### src/rtl/uart_pkg.sv
// Shared definitions for the UART receive path (and the future transmitter).
//   uart_state_e  : receiver FSM state encoding
//   baud_cnt_max  : sys_clk cycles per serial bit for a given clock and baud
//   DATA_BITS     : payload bits per frame
package uart_pkg;

  localparam int DATA_BITS = 8;

  typedef enum logic [1:0] {
    IDLE  = 2'd0,
    START = 2'd1,
    DATA  = 2'd2,
    STOP  = 2'd3
  } uart_state_e;

  function automatic int baud_cnt_max(input int clk_freq, input int baud);
    return clk_freq / baud;
  endfunction

endpackage

### src/rtl/rx_sync.sv
// Two-flop synchroniser plus one history flop for falling-edge detection.
// All flops reset to 1 so an idle-high line shows no edge out of reset.
//   sys_clk, sys_rst_n : clock, async active-low reset
//   async_in           : raw asynchronous input
//   sync_out           : synchronised level
//   fall_out           : one-cycle pulse on a 1->0 transition of sync_out
module rx_sync (
  input  logic sys_clk,
  input  logic sys_rst_n,
  input  logic async_in,
  output logic sync_out,
  output logic fall_out
);

  logic meta_q, sync_q, prev_q;

  always_ff @(posedge sys_clk or negedge sys_rst_n) begin
    if (!sys_rst_n) begin
      meta_q <= 1'b1;
      sync_q <= 1'b1;
      prev_q <= 1'b1;
    end else begin
      meta_q <= async_in;
      sync_q <= meta_q;
      prev_q <= sync_q;
    end
  end

  assign sync_out = sync_q;
  assign fall_out = prev_q & ~sync_q;

endmodule

### src/rtl/uart_rx_byte.sv
// 8N1 UART receiver. Samples each bit at the middle of its bit period,
// presents the byte with a one-cycle po_flag, or a one-cycle po_err when the
// stop bit is low (po_data then keeps its previous value).
//   sys_clk, sys_rst_n : clock, async active-low reset
//   rx                 : asynchronous serial input, idle high
//   po_data            : last good byte
//   po_flag            : strobe, po_data just updated
//   po_err             : strobe, frame error
module uart_rx_byte
  import uart_pkg::*;
#(
  parameter int CLK_FREQ = 50_000_000,
  parameter int BAUD     = 9600
) (
  input  logic       sys_clk,
  input  logic       sys_rst_n,
  input  logic       rx,
  output logic [7:0] po_data,
  output logic       po_flag,
  output logic       po_err
);

  localparam int BAUD_CNT_MAX = baud_cnt_max(CLK_FREQ, BAUD);
  localparam int CW           = ($clog2(BAUD_CNT_MAX) > 0) ? $clog2(BAUD_CNT_MAX) : 1;
  localparam logic [CW-1:0] CNT_MID  = CW'(BAUD_CNT_MAX / 2);
  localparam logic [CW-1:0] CNT_LAST = CW'(BAUD_CNT_MAX - 1);

  logic rx_s, fall;

  rx_sync u_rx_sync (
    .sys_clk  (sys_clk),
    .sys_rst_n(sys_rst_n),
    .async_in (rx),
    .sync_out (rx_s),
    .fall_out (fall)
  );

  uart_state_e          state_q, state_d;
  logic [CW-1:0]        baud_cnt_q, baud_cnt_d;
  logic [2:0]           bit_idx_q, bit_idx_d;
  logic [DATA_BITS-1:0] shreg_q, shreg_d;
  logic [7:0]           po_data_q, po_data_d;
  logic                 po_flag_q, po_flag_d;
  logic                 po_err_q, po_err_d;
  logic                 mid;

  assign mid = (baud_cnt_q == CNT_MID);

  always_comb begin
    state_d   = state_q;
    bit_idx_d = bit_idx_q;
    shreg_d   = shreg_q;
    po_data_d = po_data_q;
    po_flag_d = 1'b0;
    po_err_d  = 1'b0;

    unique case (state_q)
      IDLE: if (fall) state_d = START;
      START: if (mid) begin
        // a start bit already high again at its middle was a glitch
        if (!rx_s) begin
          state_d   = DATA;
          bit_idx_d = 3'd0;
        end else begin
          state_d = IDLE;
        end
      end
      DATA: if (mid) begin
        shreg_d[bit_idx_q] = rx_s;
        bit_idx_d          = bit_idx_q + 3'd1;
        if (bit_idx_q == 3'd7) state_d = STOP;
      end
      STOP: if (mid) begin
        // back to IDLE mid-stop so a directly following start edge is seen
        if (rx_s) begin
          po_data_d = shreg_q;
          po_flag_d = 1'b1;
        end else begin
          po_err_d = 1'b1;
        end
        state_d = IDLE;
      end
      default: state_d = IDLE;
    endcase

    // counter idles at 0, restarts from 0 on the accepted edge, else free-runs
    if (state_q == IDLE || state_d == IDLE) baud_cnt_d = '0;
    else if (baud_cnt_q == CNT_LAST)        baud_cnt_d = '0;
    else                                    baud_cnt_d = baud_cnt_q + 1'b1;
  end

  always_ff @(posedge sys_clk or negedge sys_rst_n) begin
    if (!sys_rst_n) begin
      state_q    <= IDLE;
      baud_cnt_q <= '0;
      bit_idx_q  <= '0;
      shreg_q    <= '0;
      po_data_q  <= '0;
      po_flag_q  <= 1'b0;
      po_err_q   <= 1'b0;
    end else begin
      state_q    <= state_d;
      baud_cnt_q <= baud_cnt_d;
      bit_idx_q  <= bit_idx_d;
      shreg_q    <= shreg_d;
      po_data_q  <= po_data_d;
      po_flag_q  <= po_flag_d;
      po_err_q   <= po_err_d;
    end
  end

  assign po_data = po_data_q;
  assign po_flag = po_flag_q;
  assign po_err  = po_err_q;

endmodule

### config.mk
export PLATFORM = sky130hd
export DESIGN_NAME = uart_rx_byte
export DESIGN_NICKNAME = d
export VERILOG_FILES = /design/src/rtl/uart_pkg.sv /design/src/rtl/rx_sync.sv /design/src/rtl/uart_rx_byte.sv
export SDC_FILE = /design/constraint.sdc
export NUM_CORES = 1
export LEC_CHECK = 0
export ABC_CLOCK_PERIOD_IN_PS = 1770
export BUFFER_PORTS_ARGS = -buffer_cell sky130_fd_sc_hd__buf_2
export CORE_ASPECT_RATIO = 1.1
export CORE_MARGIN = 2
export CORE_UTILIZATION = 53
export DETAILED_ROUTE_END_ITERATION = 12
export PLACE_DENSITY = 0.73
export SYNTH_ARGS = -nofsm -noshare
export SYNTH_HDL_FRONTEND = slang
export SYNTH_SLANG_ARGS = --single-unit
### constraint.sdc
create_clock -name sys_clk -period 1.77 [get_ports sys_clk]
set_input_delay 0.354 -clock sys_clk [delete_from_list [all_inputs] [get_ports sys_clk]]
set_output_delay 0.354 -clock sys_clk [all_outputs]
set_load 0.005 [all_outputs]
* Yosys cells after proc, flatten, opt, wreduce, memory -nomap -nowiden
Index checks and enable logic that the tools add are counted.
Cells by class: $add $sub $neg 2, order comparisons 2, equality and inequality tests 9, multiplexer cells 22, bitwise gates (word level) 2, reduce and logical (&&, ||, !) cells 8
Operators by type and width (count):
- $mux W13 | 2
- $add A13 B1 Y13 const B | 1
- $eq A13 B12 Y1 const B | 1
- $eq A13 B13 Y1 const B | 1
- $mux W2 | 6
- $mux W3 | 3
- $bwmux W8 | 1
- $pmux W2 S4 | 1
- $mux W1 | 7
- $ne A2 B2 Y1 const B | 3
- $pmux W3 S2 | 1
- $eq A2 B2 Y1 const B | 2
- $logic_not A2 Y1 | 2
- $lt A3 B4 Y1 const B | 1
- $reduce_and A4 Y1 | 1
- $add A3 B1 Y3 const B | 1
- $demux W1 S3 | 1
- $eq A3 B3 Y1 const B | 1
- $ge A3 B1 Y1 const B | 1
- $reduce_and A3 Y1 | 1
- $eq A2 B1 Y1 const B | 1
- $reduce_and A2 Y1 | 1
- $reduce_bool A2 Y1 | 1
- $and A1 B1 Y1 | 1
- 3 further kinds | 3
Storage, ports and cells: register bits after elaboration 39, input port bits 3, output and inout port bits 10, logic and storage cells 55

* Depth between registers and ports, before layout
depth after elaboration 7, gate-level depth with buffers 7, depth with buffers taken out 6

* Modules after synthesis
A second synthesis with hierarchy kept.
Unflattened totals: cells, all modules 158, area, all modules 1871.8 µm²
Modules (own cells, without submodules):
- uart_rx_byte | times used 1, cells each 154, area an instance 1779.2 µm², sequential area each 900.9 µm²
- rx_sync | times used 1, cells each 4, area an instance 92.6 µm², sequential area each 78.8 µm²

* Least setup slack after synthesis
Ideal clock, no wire load.
path kind reg-to-reg, start point register baud_cnt_q[0], end point register shreg_q[4], setup time 0.128 ns, arrival time 1.713 ns, required time 1.642 ns, path slack -0.071 ns, stages on the path, launching flop included 8, path buffers 1, clock period less this slack 1.841 ns, path through dfrtp_1 inv_1 ha_1 nor2b_1 nand4_4 buf_6 nor4_2 mux2_1
Between the ends: cells in the longest elaborated chain, start to end 2
RTL lines:
- start, declared | RTL line uart_rx_byte.sv:39 | logic [CW-1:0] baud_cnt_q, baud_cnt_d;
- start signal, assigned | RTL line uart_rx_byte.sv:103 | baud_cnt_q <= baud_cnt_d;
- $eq A13 B12 Y1 | RTL line uart_rx_byte.sv:47 | assign mid = (baud_cnt_q == CNT_MID);
- $reduce_and A2 Y1 (no source line)
- end signal, assigned | RTL line uart_rx_byte.sv:105 | shreg_q <= shreg_d;
- end, declared | RTL line uart_rx_byte.sv:41 | logic [DATA_BITS-1:0] shreg_q, shreg_d;
No other way between the ends. A chain may end at the register's enable or synchronous reset.

* Worst setup path in the final report
start point register baud_cnt_q[0], end point register shreg_q[5]
The elaborated chain is that of the path after synthesis.

==> metrics.yaml <==
cts_tree: "built"
gr-usage-all-layers_pct: 22.7
n_antenna_cell: 0
vdd_drop_max_mv: 0.414
nNetsFinal: 218
period_needed_ps: 1830
ys_seq_area_share_pct: 52.3
gp_congestion: 0.859
p_leak_nw: 1.14
cp_num_buf_inv: 2
routed_via_density: 5.57
cp_slowest_stage_delay_ps: 390
path_max_fanout: 6
dp_hpwl_um: 2850
vias: 1447
crit_path_cell_trace: "inv_1 > ha_2 > nor2b_4 > nand4_4 > buf_4 > nor4_4 > mux2_4"
hold_viol_final: 0
setup_ws_ps: -63.1
grt_remaining_overflow: 0
endpoint_kind: "register"
worst_setup_path_start_kind: "register"
first_pass_iters: 4
htree_levels: 2
grt_pass1_wl_um: 6730
syn_nets: 173
dieArea_um2: 4020
ys_ff_latch: 39
yosysWarnings: 0
placed_area_um2: 2160
post-route-period-util_pct: 104
status: "finished with violations"
cts_buffer_depth: 2
power_density_nw_per_um2: 796
fmax_mhz: 546
antenna_found_initial: 0
finalWirelength_um: 4410
relSlewSlack_pct: 68.0
worstPathRequired_ps: 2000
yosys.area.top_type: "dfrtp_1"
rrSetupSlack_ps: -60
min_path_type: "primary input to register"
path_clk_slew_ps: 110
syn2layout_area_growth_pct: 31.2
regArea_um2: 980
fin_area_um2: 2460
critPathArrivalTime_ps: 2070
synth-edff-count: 0
drv_cap: 0
die-height_um: 66.3
antenna_left: 0
synth-main-ff-cell: "dfrtp_1"
grt_max_degree: 31
syn_area_um2: 1870
numCtsBuffers: 5
ys_top_cells_by_area: "dfrtp_1 (48%), mux2_2 (7.8%), dfstp_2 (4.2%)"
holdWs_ps: 109
rows: 22
synth.distinct_cells: 37
synth.most_common_cell: "dfrtp_1"
num_io_pins: 13
multi_input_area_um2: 990
violations: "negative setup slack"
setup_viol_count_final: 5
die_w_um: 60.7
dpl_worst_slack_ps: -111
drt_iter0_drc: 60
drv_slew: 0
total_power_w: 0.00196
worst_slew_pin_slew_ps: 480
cp_slowest_cell: "dfrtp_1"
initial_utilization_pct: 55.7
path_class: "register to register"
synth_area_per_cell_um2: 11.3
finClkSkew_ps: 17.3
postSynthCellCount: 166
grt_pass1_vias: 1473
drc: 0
clk_latency_ps: 350
n_fill_cell: 223
netlist.area_leader.share_pct: 48.1
crit_family: "simple AND/OR/NAND/NOR gates"
core-area_um2: 3360
rsz0062_at_grt: "true"
synthArstFlopShare_pct: 100
drive_gt1_share_pct: 40.6
avgRoutedWirePerCell_um: 17.0
ctsRootBufferMaster: "clkbuf_4"
port_buffers: 12
synth_common_cells: "dfrtp_1 (36), mux2_2 (13), nor3_1 (13)"
cts_sinks: 39
kinds of logic (layout without fill, tap and decap cells):
family                     count (synthesis)  after routing  synth area share [%]
buffers and inverters                     17             62                  3.94
adders and majority gates                  4              4                  2.67
muxes                                     16             16                  9.63
AOI/OAI and AO/OA                         14             14                  4.68
xor gates and xnor gates                  11             11                  5.15
DFF                                       39             39                  52.3
and+or+nand+nor                           65             66                  21.6
where the power goes:
group          internal [W]  switching [W]  total (W)
Combinational      0.000230       0.000238   0.000468
Clock              0.000234       0.000278   0.000512
Sequential         0.000946      0.0000302   0.000977
state kept, by name, indices dropped and copies added, names as in the netlist:
signal,count
baud_cnt_q,13
po_data,8
shreg_q,8
bit_idx_q,3
state_q,2
po_err,1
po_flag,1
u_rx_sync.meta_q,1
u_rx_sync.prev_q,1
u_rx_sync.sync_out,1
metrics by stage:
step / cells / TNS [ps] / util, %
detailed placement: 243 / -284 / 64.2
finish: 260 / -231 / 73.1
global route: 260 / -1030 / 73.1
floorplan: 166 / 0 / -
CTS: 253 / -171 / 67.7
global placement: 243 / 0 / 64.2
metal layers:
metal	global-route usage [%]	share of wire, %	up-vias
li1	-	-	677
met1	26.6	41	728
met2	39.5	53	28
met3	5.09	2.5	14
met4	8.97	2.9	0
met5	0	0	-
final cells by class:
type                       instances  area share [%]
multi-input combinational        111            40.3
sequential                        39            39.9
timing repair buffer              44            13.0
clock buffer                       8            2.80
tap                               48            2.45
inverter                          10            1.53
worst paths after layout:
check                                       from                  to  cells after the start
max in group asynchronous              sys_rst_n  u_rx_sync.sync_out                      3
worst min register to register  u_rx_sync.meta_q  u_rx_sync.sync_out                      0
worst max register to register     baud_cnt_q[0]          shreg_q[5]                      7
worst min-delay path                          rx    u_rx_sync.meta_q                      1
min in group asynchronous              sys_rst_n          state_q[0]                      2
worst max-delay path               baud_cnt_q[0]          shreg_q[5]                      7
cell usage in the layout (no fill, tap or decap), drive strengths merged:
cell type,n
a211oi,4
a21oi,4
a31oi,1
and4,2
and4b,1
buf,43
clkbuf,8
dfrtp,36
dfstp,3
dlygate4sd3,1
ha,4
inv,10
mux2,16
nand2,10
nand2b,1
nand3,6
nand4,5
nor2,12
nor2b,1
nor3,13
nor3b,4
nor4,7
nor4b,2
nor4bb,1
o21ai,3
o31ai,1
o32ai,1
or4,1
xnor2,8
xor2,3
what timing repair did:
| item | 4_1_cts | 5_1_grt |
|---|---|---|
| cloned | 1 | 1 |
| pin swaps | 0 | 8 |
| resized for setup | 4 | 27 |
| hold buffers | 1 | 0 |
| setup endpoints to repair | 12 | 28 |
| endpoints found under the hold margin | 9 | 0 |
| buffers inserted | 0 | 6 |
Power figures use the tool's default switching activity.
